`src/rtl/dpg_pkg.sv`:
```
// Shared types and helpers for the dual-phase square-wave generator.
package dpg_pkg;
  localparam int CNT_W_DEF = 32;

  typedef enum logic {IDLE, RUN} state_t;

  typedef struct packed {
    logic [CNT_W_DEF-1:0] period;
    logic [CNT_W_DEF-1:0] high;
    logic [CNT_W_DEF-1:0] phase;
  } cfg_t;

  localparam cfg_t CFG_RST = '{period: CNT_W_DEF'(2), high: CNT_W_DEF'(1), phase: '0};

  function automatic logic cfg_valid(input cfg_t c);
    return (c.period >= CNT_W_DEF'(2)) && (c.high != '0) &&
           (c.high < c.period) && (c.phase < c.period);
  endfunction

  // cntB value that pairs with cntA==0, i.e. (0-D) mod P
  function automatic logic [CNT_W_DEF-1:0] phase_start(input cfg_t c);
    return (c.phase == '0) ? '0 : c.period - c.phase;
  endfunction
endpackage

```
`src/rtl/dpg_wrap_counter.sv`:
```
// Loadable modulo counter; load wins over counting, wrap flags the last count.
module dpg_wrap_counter #(
  parameter int W = 32
) (
  input  logic         workClk,
  input  logic         sysRst,
  input  logic         load,
  input  logic [W-1:0] load_val,
  input  logic         en,
  input  logic [W-1:0] modulus,
  output logic [W-1:0] cnt,
  output logic         wrap
);
  assign wrap = (cnt == modulus - W'(1));

  always_ff @(posedge workClk or posedge sysRst) begin
    if (sysRst)    cnt <= '0;
    else if (load) cnt <= load_val;
    else if (en)   cnt <= wrap ? '0 : cnt + W'(1);
  end
endmodule

```
`src/rtl/dual_phase_generator.sv`:
```
// Two-channel square-wave generator with programmable period, high time and
// CHA->CHB offset; new configs are applied only at period boundaries.
module dual_phase_generator
  import dpg_pkg::*;
#(
  parameter int CNT_W = CNT_W_DEF
) (
  input  logic             workClk,
  input  logic             sysRst,
  input  logic             enable,
  input  logic             cfgLoad,
  input  logic [CNT_W-1:0] periodCfg,
  input  logic [CNT_W-1:0] highCfg,
  input  logic [CNT_W-1:0] phaseCfg,
  output logic             CHA,
  output logic             CHB,
  output logic             periodStart,
  output logic             cfgErr,
  output logic             cfgPending
);
  state_t           state;
  cfg_t             act, shd, cfg_in, nxt_cfg;
  logic             valid, ld, wrap_a, wrap_b_unused;
  logic [CNT_W-1:0] cnt_a, cnt_b, ld_val_b;

  assign cfg_in = '{period: periodCfg, high: highCfg, phase: phaseCfg};
  assign valid  = cfgLoad && cfg_valid(cfg_in);

  // Config in force after an apply point: a same-edge load beats a pending shadow
  always_comb begin
    nxt_cfg = act;
    if (valid)           nxt_cfg = cfg_in;
    else if (cfgPending) nxt_cfg = shd;
  end

  // Counters free-run only mid-period in RUN; every other edge reloads them
  assign ld       = !(state == RUN && enable && !wrap_a);
  assign ld_val_b = enable ? phase_start(nxt_cfg) : '0;

  dpg_wrap_counter #(.W(CNT_W)) u_cnt_a (
    .workClk(workClk), .sysRst(sysRst), .load(ld), .load_val('0),
    .en(state == RUN), .modulus(act.period), .cnt(cnt_a), .wrap(wrap_a)
  );

  dpg_wrap_counter #(.W(CNT_W)) u_cnt_b (
    .workClk(workClk), .sysRst(sysRst), .load(ld), .load_val(ld_val_b),
    .en(state == RUN), .modulus(act.period), .cnt(cnt_b), .wrap(wrap_b_unused)
  );

  always_ff @(posedge workClk or posedge sysRst) begin
    if (sysRst) begin
      state       <= IDLE;
      act         <= CFG_RST;
      shd         <= '0;
      cfgPending  <= 1'b0;
      CHA         <= 1'b0;
      CHB         <= 1'b0;
      periodStart <= 1'b0;
      cfgErr      <= 1'b0;
    end else begin
      cfgErr      <= cfgLoad && !valid;
      CHA         <= (state == RUN) && (cnt_a < act.high);
      CHB         <= (state == RUN) && (cnt_b < act.high);
      periodStart <= (state == RUN) && (cnt_a == '0);
      if (state == IDLE) begin
        act <= nxt_cfg;
        if (enable) state <= RUN;
      end else if (!enable || wrap_a) begin
        act        <= nxt_cfg;
        cfgPending <= 1'b0;
        if (!enable) state <= IDLE;
      end else if (valid) begin
        shd        <= cfg_in;
        cfgPending <= 1'b1;
      end
    end
  end
endmodule

```
`config.mk`:
```
export PLATFORM = sky130hd
export DESIGN_NAME = dual_phase_generator
export DESIGN_NICKNAME = d
export VERILOG_FILES = /design/src/rtl/dpg_pkg.sv /design/src/rtl/dpg_wrap_counter.sv /design/src/rtl/dual_phase_generator.sv
export SDC_FILE = /design/constraint.sdc
export NUM_CORES = 1
export LEC_CHECK = 0
export CAP_MARGIN = 10
export CORE_MARGIN = 2
export CORE_UTILIZATION = 40
export DETAILED_ROUTE_END_ITERATION = 6
export PLACE_DENSITY = 0.62
export SETUP_SLACK_MARGIN = 0.5
export SYNTH_ARGS = -nofsm -noshare
export SYNTH_HDL_FRONTEND = slang
export SYNTH_SLANG_ARGS = --single-unit
```
`constraint.sdc`:
```
create_clock -name workClk -period 27.4 [get_ports workClk]
set_clock_uncertainty 0.2 [all_clocks]
set_input_delay 5.48 -clock workClk [delete_from_list [all_inputs] [get_ports workClk]]
set_output_delay 5.48 -clock workClk [all_outputs]
set_load 0.005 [all_outputs]
```
# Yosys cells after proc, flatten, opt, wreduce, memory -nomap -nowiden
# Cells that the tools add are included.
# Widths: inputs -> output; s select.
# totals
reg_bits	262
out_inout_bits	5
input_bits	100
# op_classes
n_reduce_logical	20
addsub	4
n_lt_le_gt_ge	5
bitwise_logic	1
eq_ne	4
muxes	17
# ops
operator	count
$mux 96	4
$mux 32	8
$lt 32x32->1	4
$add 32x1->32 const B	2
$eq 32x32->1	2
$logic_not 32->1	2
$ge 32x2->1 const B	1
$reduce_bool 32->1	1
$sub 32x1->32 const B	1
$sub 32x32->32	1
$logic_and 1x1->1	10
$mux 1	5
$logic_not 1->1	3
$reduce_and 3->1	1
$ne 2x1->1 const B	1
$ne 2x2->1 const B	1
$reduce_and 2->1	1
$reduce_bool 2->1	1
$logic_or 1x1->1	1
$not 1->1	1

# Logic depth before layout (Yosys ltp)
# Gate-level depths: netlist (run 1).
# depth
depth_word	10
depth_mapped	27
ltp_nobuf	23

# Cells and area by module
# Synthesis (run 1) repeated with hierarchy kept, for this count alone.
# unflattened
hier_cells	2576
hier_area_um2	21486.9
# by_module_without_submodules
mod	instances	cells_per_inst	seq_area_each_um2	area_per_inst_um2
dual_phase_generator	1	1653	4957.3	14352.5
dpg_wrap_counter (u_cnt_a)	1	499	800.8	3828.7
dpg_wrap_counter (u_cnt_b)	1	424	800.8	3305.7

# Least setup slack after synthesis (run 1)
# Ideal clock, no wire load.
# synth_path
path_type	input to register
from	in periodCfg[15]
to	reg u_cnt_b.cnt[28]
setup_slack_ns	16.496
stages	26
setup_ns	0.142
arrival_ns	10.562
t_required_ns	27.058
n_path_buf	4
cell_sequence	clkbuf_1 -> inv_1 -> ha_1 -> nand4_1 -> nor4_1 -> a32oi_1 -> o2111ai_1 -> a311oi_1 -> nand2_1 -> clkbuf_1 -> clkbuf_1 -> clkbuf_1 -> o21ai_0 -> ha_1 -> fa_1 -> nor2b_1 -> o21ai_0 -> a21oi_1 -> o21ai_0 -> a21oi_1 -> nand3_1 -> nand3_1 -> a221oi_1 -> o311ai_0 -> mux2i_1 -> o221ai_1
# synth_between
elab_chain_len	10
elab_cells_between_ends	13
cone_classes	add/sub: 1; order compare: 3; mux: 4; reduce/logical: 5
# synth_rtl
element	line	rtl
start: declaration	dual_phase_generator.sv:12	input logic [CNT_W-1:0] periodCfg,
$ge 32x2->1	dpg_pkg.sv:16	return (c.period >= CNT_W_DEF'(2)) && (c.high != '0) &&
$logic_and 1x1->1 (2 in a row)	dpg_pkg.sv:16	
$logic_and 1x1->1	dpg_pkg.sv:17	(c.high < c.period) && (c.phase < c.period);
$logic_and 1x1->1	dual_phase_generator.sv:27	assign valid = cfgLoad && cfg_valid(cfg_in);
$mux 96 *	dual_phase_generator.sv:32	if (valid) nxt_cfg = cfg_in;
$sub 32x32->32 / $logic_not 32->1 (equally long branches)	dpg_pkg.sv:22	return (c.phase == '0) ? '0 : c.period - c.phase;
$mux 32 *	dpg_pkg.sv:22	
$mux 32 *	dual_phase_generator.sv:38	assign ld_val_b = enable ? phase_start(nxt_cfg) : '0;
$mux 32 *	dpg_wrap_counter.sv:18	else if (load) cnt <= load_val;
end signal: assignment	dpg_wrap_counter.sv:18	
end signal: assignment	dpg_wrap_counter.sv:19	else if (en) cnt <= wrap ? '0 : cnt + W'(1);
end: declaration	dpg_wrap_counter.sv:11	output logic [W-1:0] cnt,
# Every way passes the cells marked *; elsewhere a longest branch is shown, timed or not.
# A chain may end at the register's enable or synchronous reset.

# Worst setup path in the final report (run 1)
# layout_path
from	in periodCfg[28]
to	reg u_cnt_b.cnt[28]
# The elaborated chain is that of the path after synthesis.

==> results.toml, run 1 <==
[power_and_ir_drop]
p_leak_nw = 9.61
power_frac_comb = 0.448
pwr-share-seq = 0.339
switching_power_mw = 0.883
pwr_density_cell_nw_per_um2 = 92.4
p_int_mw = 1.16
irDropWorstVdd_mv = 0.0555
swShare = 0.432
clkPwrFrac = 0.213

[floorplanning]
start_util = 0.407
rows = 80
coreArea_um2 = 47900
die_x_um = 225
boundaryPins = 105
die_h_um = 225
fp.dieArea_um2 = 50500

[yosys]
synth_seq_cells = 262
netlist-cell-type-count = 85
synth.area.top_cells = "dfrtp_1 (33%), ha_1 (10%), mux2_1 (5.6%), xnor2_1 (5.0%), xor2_1 (4.0%)"
synth_edf_count = 0
yosys_warnings = 0
syn_inst = 2136
ys.flop_type = "dfrtp_1"
post_synth.cell_area_avg_um2 = 9.13
ys_async_sr_fraction = 1.00
synth_top_area_frac = 0.334
yosys.area.top_type = "dfrtp_1"
synth.cell_area_um2 = 19500
syn_nets = 2396
ys_seq_area_frac = 0.336

[sta]
worst_pin_slew_ns = 1.14
slew_headroom = 0.239
rsz0062_at_grt = "false"
post-route-period-util = 0.467
setup_violations = 0
hold_viol_final = 0
max_clock_freq_mhz = 78.1
fin_crit_ns = 12.80
tns_ns = 0
fin_ws_ns = 14.60
slew_viol_final = 0

[cells_and_area]
syn_to_final_growth_pct = 13.4
post-route-util = 0.461
mostFrequentLayoutCells = "dfrtp_1 (259), ha_1 (159), nor2_1 (155), nand2_1 (141)"
final_nets = 2437
final_common_cell = "dfrtp_1"
stdcell_count = 2817
drive_above_1_share = 0.0586

[setup_path]
cp_max_fo = 68
max_stage_delay_ns = 0.78
critPathCaptureType = "flip-flop"
required_ns = 27.60
cp_slowest_cell = "nor3_1"
startpoint_type = "primary input"
worst-setup-path-type = "primary input to flip-flop"
timing.critical_path.mode_cell = "o21ai_0"
path_buf_inv = 5
cpLargestDelayFamily = "compound AO/OA/AOI/OAI gates"
crit_arrival_ns = 13.00

[detailed_routing]
drc_errors = 0
vias = 17148
wl_per_cell_um = 24.5
detail-route-antenna-nets = 0
drt_wl_total_um = 69000
dr.pass1.iters = 5
routed_via_density = 6.09
drt_iter0_markers = 1385

[grt]
grtUsageTotal = 0.272
grt_pass1_wl_um = 105000
antenna_found_initial = 1
grt_pass1_vias = 17031
grt_overflow = 0
grt_max_degree = 86

[placement]
gp_congestion = 0.988
place_inst = 2760
port_buffers = 104
place_ws_ns = 14.16
place_hpwl_um = 53100

[clock_network]
postCtsHoldBufs = 0
clock_sinks = 262
clock_latency_ns = 0.59
root_buffer = "clkbuf_16"
numCtsBuffers = 30
clk_pin_slew_ns = 0.06
h-tree-depth = 1
post_cts_buffers = 0
clk_path_buf_depth = 3
cts_tree = "yes"
cts_resized = 0

[run]
cap_viol_max_count = 0

[status]
status = "finished clean"

[worst_hold_path]
hp-class = "flip-flop to flip-flop"
## cell usage after synthesis (13+ instances only)
| cell | number |
|---|---|
| dfrtp_1 | 260 |
| ha_1 | 159 |
| nor2_1 | 157 |
| nand2_1 | 142 |
| inv_1 | 123 |
| a21oi_1 | 122 |
| xnor2_1 | 111 |
| o21ai_0 | 106 |
| mux2_1 | 97 |
| xor2_1 | 90 |
| clkbuf_1 | 84 |
| mux2i_1 | 68 |
| nand4_1 | 58 |
| nor4_1 | 55 |
| o22ai_1 | 54 |
| nand3_1 | 53 |
| a21o_1 | 40 |
| mux2_2 | 31 |
| nor3_1 | 31 |
| o211ai_1 | 31 |
| and3_1 | 18 |
| buf_2 | 18 |
| nand2b_1 | 17 |
| nor2b_1 | 15 |
| or3_1 | 13 |
## through the flow
stage          instance area (um^2)  power, mW  hold WS (ns)
6_report                      22100       2.04         0.287
5_1_grt                       22100       2.17         0.304
4_1_cts                       22100       2.03         0.289
3_5_place_dp                  21000       1.58         0.276
3_3_place_gp                  21000       1.57         0.265
2_1_floorplan                 19500       1.27         0.252
## per-layer routing
metal | GRT usage | part of all wire | vias to the layer above
li1 | - | - | 7846
met2 | 0.434 | 0.45 | 587
met1 | 0.375 | 0.44 | 8579
met4 | 0.110 | 0.043 | 2
met5 | 0 | 0.00025 | -
met3 | 0.0341 | 0.058 | 134
## final timing paths
path	end	startpoint	depth (start not counted)	slack, ns
max reg2reg	act[45]$_DFFE_PP0P_	act[69]$_DFFE_PP0P_	14	20.54
min	shd[39]$_DFFE_PP0P_	shd[39]$_DFFE_PP0P_	1	0.29
min in group asynchronous	u_cnt_a.cnt[3]$_DFFE_PP0P_	sysRst	2	5.18
max	u_cnt_b.cnt[28]$_DFFE_PP0P_	periodCfg[28]	26	14.60
max in group asynchronous	shd[26]$_DFFE_PP0P_	sysRst	3	20.46
min reg2reg	shd[39]$_DFFE_PP0P_	shd[39]$_DFFE_PP0P_	1	0.29
## cells by family (layout without fill, tap and decap cells)
logic type | Yosys count | after routing | share of synthesized area
buffers and inverters | 237 | 302 | 0.0476
XOR/XNOR | 203 | 203 | 0.0927
other | 0 | 1 | 0
adder cells (fa/ha/maj) | 162 | 162 | 0.104
AND/OR/NAND/NOR | 612 | 612 | 0.159
AO/OA/AOI/OAI | 464 | 464 | 0.151
flip-flops | 262 | 262 | 0.336
multiplexers | 196 | 196 | 0.109
## registers in the layout (all words and copies together) (netlist names)
name         cells
cfgErr           1
shd             96
CHA              1
periodStart      1
CHB              1
u_cnt_a.cnt     32
u_cnt_b.cnt     32
state            1
cfgPending       1
act             96
## final cells by class
cell class	instances	area, um^2
Clock buffer	39	846
Fill cell	4602	25800
Antenna cell	1	2.50
Tap cell	615	769
Multi-Input combinational cell	1637	12100
Clock inverter	17	219
Timing Repair Buffer	123	1180
Inverter	123	469
Sequential cell	262	6560
## power groups by stage
stage / Combinational, mW / Sequential [mW] / Clock (mW)
6_report: 0.915 / 0.692 / 0.436
5_1_grt: 1.00 / 0.705 / 0.459
4_1_cts: 0.901 / 0.684 / 0.443
3_5_place_dp: 0.893 / 0.691 / 0
3_3_place_gp: 0.881 / 0.686 / 0
2_1_floorplan: 0.670 / 0.598 / 0
(Power assumes the default switching activity.)
==> run 2, diff against run 1 <==
Clock period 27.4 ns to 12.6 ns, I/O delays scaled along.
==> results.toml, run 2 (same netlist as run 1, synthesis figures left out) <==
[clock_network]
post_cts_buffers = 0
clock_latency_ns = 0.60
clk_pin_slew_ns = 0.07
numCtsBuffers = 31
clk_path_buf_depth = 3
root_buffer = "clkbuf_16"
cts_tree = "yes"
h-tree-depth = 1
clock_sinks = 262
cts_resized = 0
postCtsHoldBufs = 0

[setup_path]
crit_chain = "clkdlybuf4s50_1 > inv_1 > ha_1 > nand4_1 > nor4_1 > a32oi_1 > o2111ai_1 > a311oi_2 > nand2_4 > o21ai_0 > ha_1 > fa_1 > nor2b_1 > o21ai_0 > a21oi_1 > o21ai_0 > a21oi_1 > o21ai_0 > nand3_1 > a221oi_1 > o311ai_0 > mux2i_1 > o221ai_1"
max_stage_delay_ns = 1.05
rr_worst_depth = 11
cp_slowest_cell = "a311oi_2"
required_ns = 12.82
r2r-end = "act[91]$_DFFE_PP0P_"
worst-setup-path-type = "primary input to flip-flop"
cp_max_fo = 69
timing.critical_path.mode_cell = "o21ai_0"
crit_arrival_ns = 9.83
critPathCaptureType = "flip-flop"
r2r_start = "act[71]$_DFFE_PP0P_"
startpoint_type = "primary input"
rrSetupSlack_ns = 6.04

[cells_and_area]
drive_above_1_share = 0.0565
stdcell_count = 2812
final_common_cell = "dfrtp_1"
syn_to_final_growth_pct = 13.0
seqCellArea_um2 = 6560
mostFrequentLayoutCells = "dfrtp_1 (259), ha_1 (159), nor2_1 (155), nand2_1 (141)"
reg_top3 = "act (96), shd (96)"
nFillCells = 4508
final_nets = 2435
final_area_um2 = 22000
multi_input_area_um2 = 12100

[status]
status = "finished clean"

[floorplanning]
fp.dieArea_um2 = 50500
rows = 80
boundaryPins = 105
die_h_um = 225
start_util = 0.407
die_x_um = 225
coreArea_um2 = 47900

[power_and_ir_drop]
irDropWorstVdd_mv = 0.129
p_leak_nw = 9.57
pwr_density_cell_nw_per_um2 = 199

[sta]
hold_viol_final = 0
post-route-period-util = 0.763
tns_ns = 0
worst_pin_slew_ns = 1.20
rsz0062_at_grt = "false"
slew_viol_final = 0
setup_violations = 0
max_clock_freq_mhz = 104
slew_headroom = 0.201
fin_crit_ns = 9.61

[detailed_routing]
drt_iter0_markers = 1391
drt_wl_total_um = 68900
drc_errors = 0
wl_per_cell_um = 24.5
dr.pass1.iters = 6
detail-route-antenna-nets = 0
vias = 17180
routed_via_density = 6.11

[grt]
grt_overflow = 0
grt_pass1_vias = 17035
antenna_found_initial = 1
grtUsageTotal = 0.272
grt_pass1_wl_um = 105000
grt_max_degree = 119

[worst_hold_path]
min_to = "shd[28]$_DFFE_PP0P_"
hp-start = "shd[28]$_DFFE_PP0P_"
hp-class = "flip-flop to flip-flop"
whs_path_depth = 1

[run]
cap_viol_max_count = 0

[placement]
place_inst = 2757
place_hpwl_um = 52600
dpl-instance-area_um2 = 21000
gp_congestion = 0.968
port_buffers = 104
run 2: layer usage:
metal	wire length [um]	GRT usage	part of all wire	vias up
met5	0	0	0	-
met3	4240	0.0337	0.062	120
li1	-	-	-	7839
met2	31400	0.442	0.46	691
met1	30700	0.374	0.45	8530
met4	2590	0.0942	0.038	0
run 2: critical path, delay by kind of cell:
family / cells / cell delay [ns]
compound gates: 12 / 4.12
simple gates: 5 / 1.19
buf+inv: 2 / 0.92
fa+ha+maj: 3 / 0.82
mux: 1 / 0.20
run 2: through the flow:
step / hold slack [ns] / util / worst slack, ns / total power, mW
2_1_floorplan: 0.252 / - / 2.67 / 2.76
3_3_place_gp: 0.261 / 0.438 / 2.08 / 3.39
3_5_place_dp: 0.276 / 0.438 / 2.45 / 3.43
4_1_cts: 0.288 / 0.460 / 3.06 / 4.36
5_1_grt: 0.293 / 0.460 / 2.47 / 4.66
6_report: 0.285 / 0.460 / 2.99 / 4.39
run 2: final cells by class:
type | count | area share
multi-input combinational | 1637 | 0.547
sequential | 262 | 0.298
timing repair buffer | 120 | 0.0526
clock buffer | 43 | 0.0409
tap | 615 | 0.0349
inverter | 123 | 0.0213
clock inverter | 11 | 0.00545
antenna | 1 | 0.000114
run 2: worst max path at each step:
stage                  start                           to  slack (ns)  cells after the start
6_report       periodCfg[15]  u_cnt_b.cnt[28]$_DFFE_PP0P_        2.99                     23
2_1_floorplan         sysRst                CHA$_DFF_PP0_        2.67                      1
3_3_place_gp   periodCfg[25]  u_cnt_b.cnt[28]$_DFFE_PP0P_        2.08                     23
5_1_grt        periodCfg[15]  u_cnt_b.cnt[28]$_DFFE_PP0P_        2.47                     23
3_5_place_dp   periodCfg[15]  u_cnt_b.cnt[28]$_DFFE_PP0P_        2.45                     23
4_1_cts        periodCfg[15]  u_cnt_b.cnt[28]$_DFFE_PP0P_        3.06                     23
run 2: where the power goes:
part           switching, mW  internal (mW)
Clock                  0.374          0.535
Sequential             0.391           1.12
Combinational           1.14          0.831
Total                   1.91           2.48
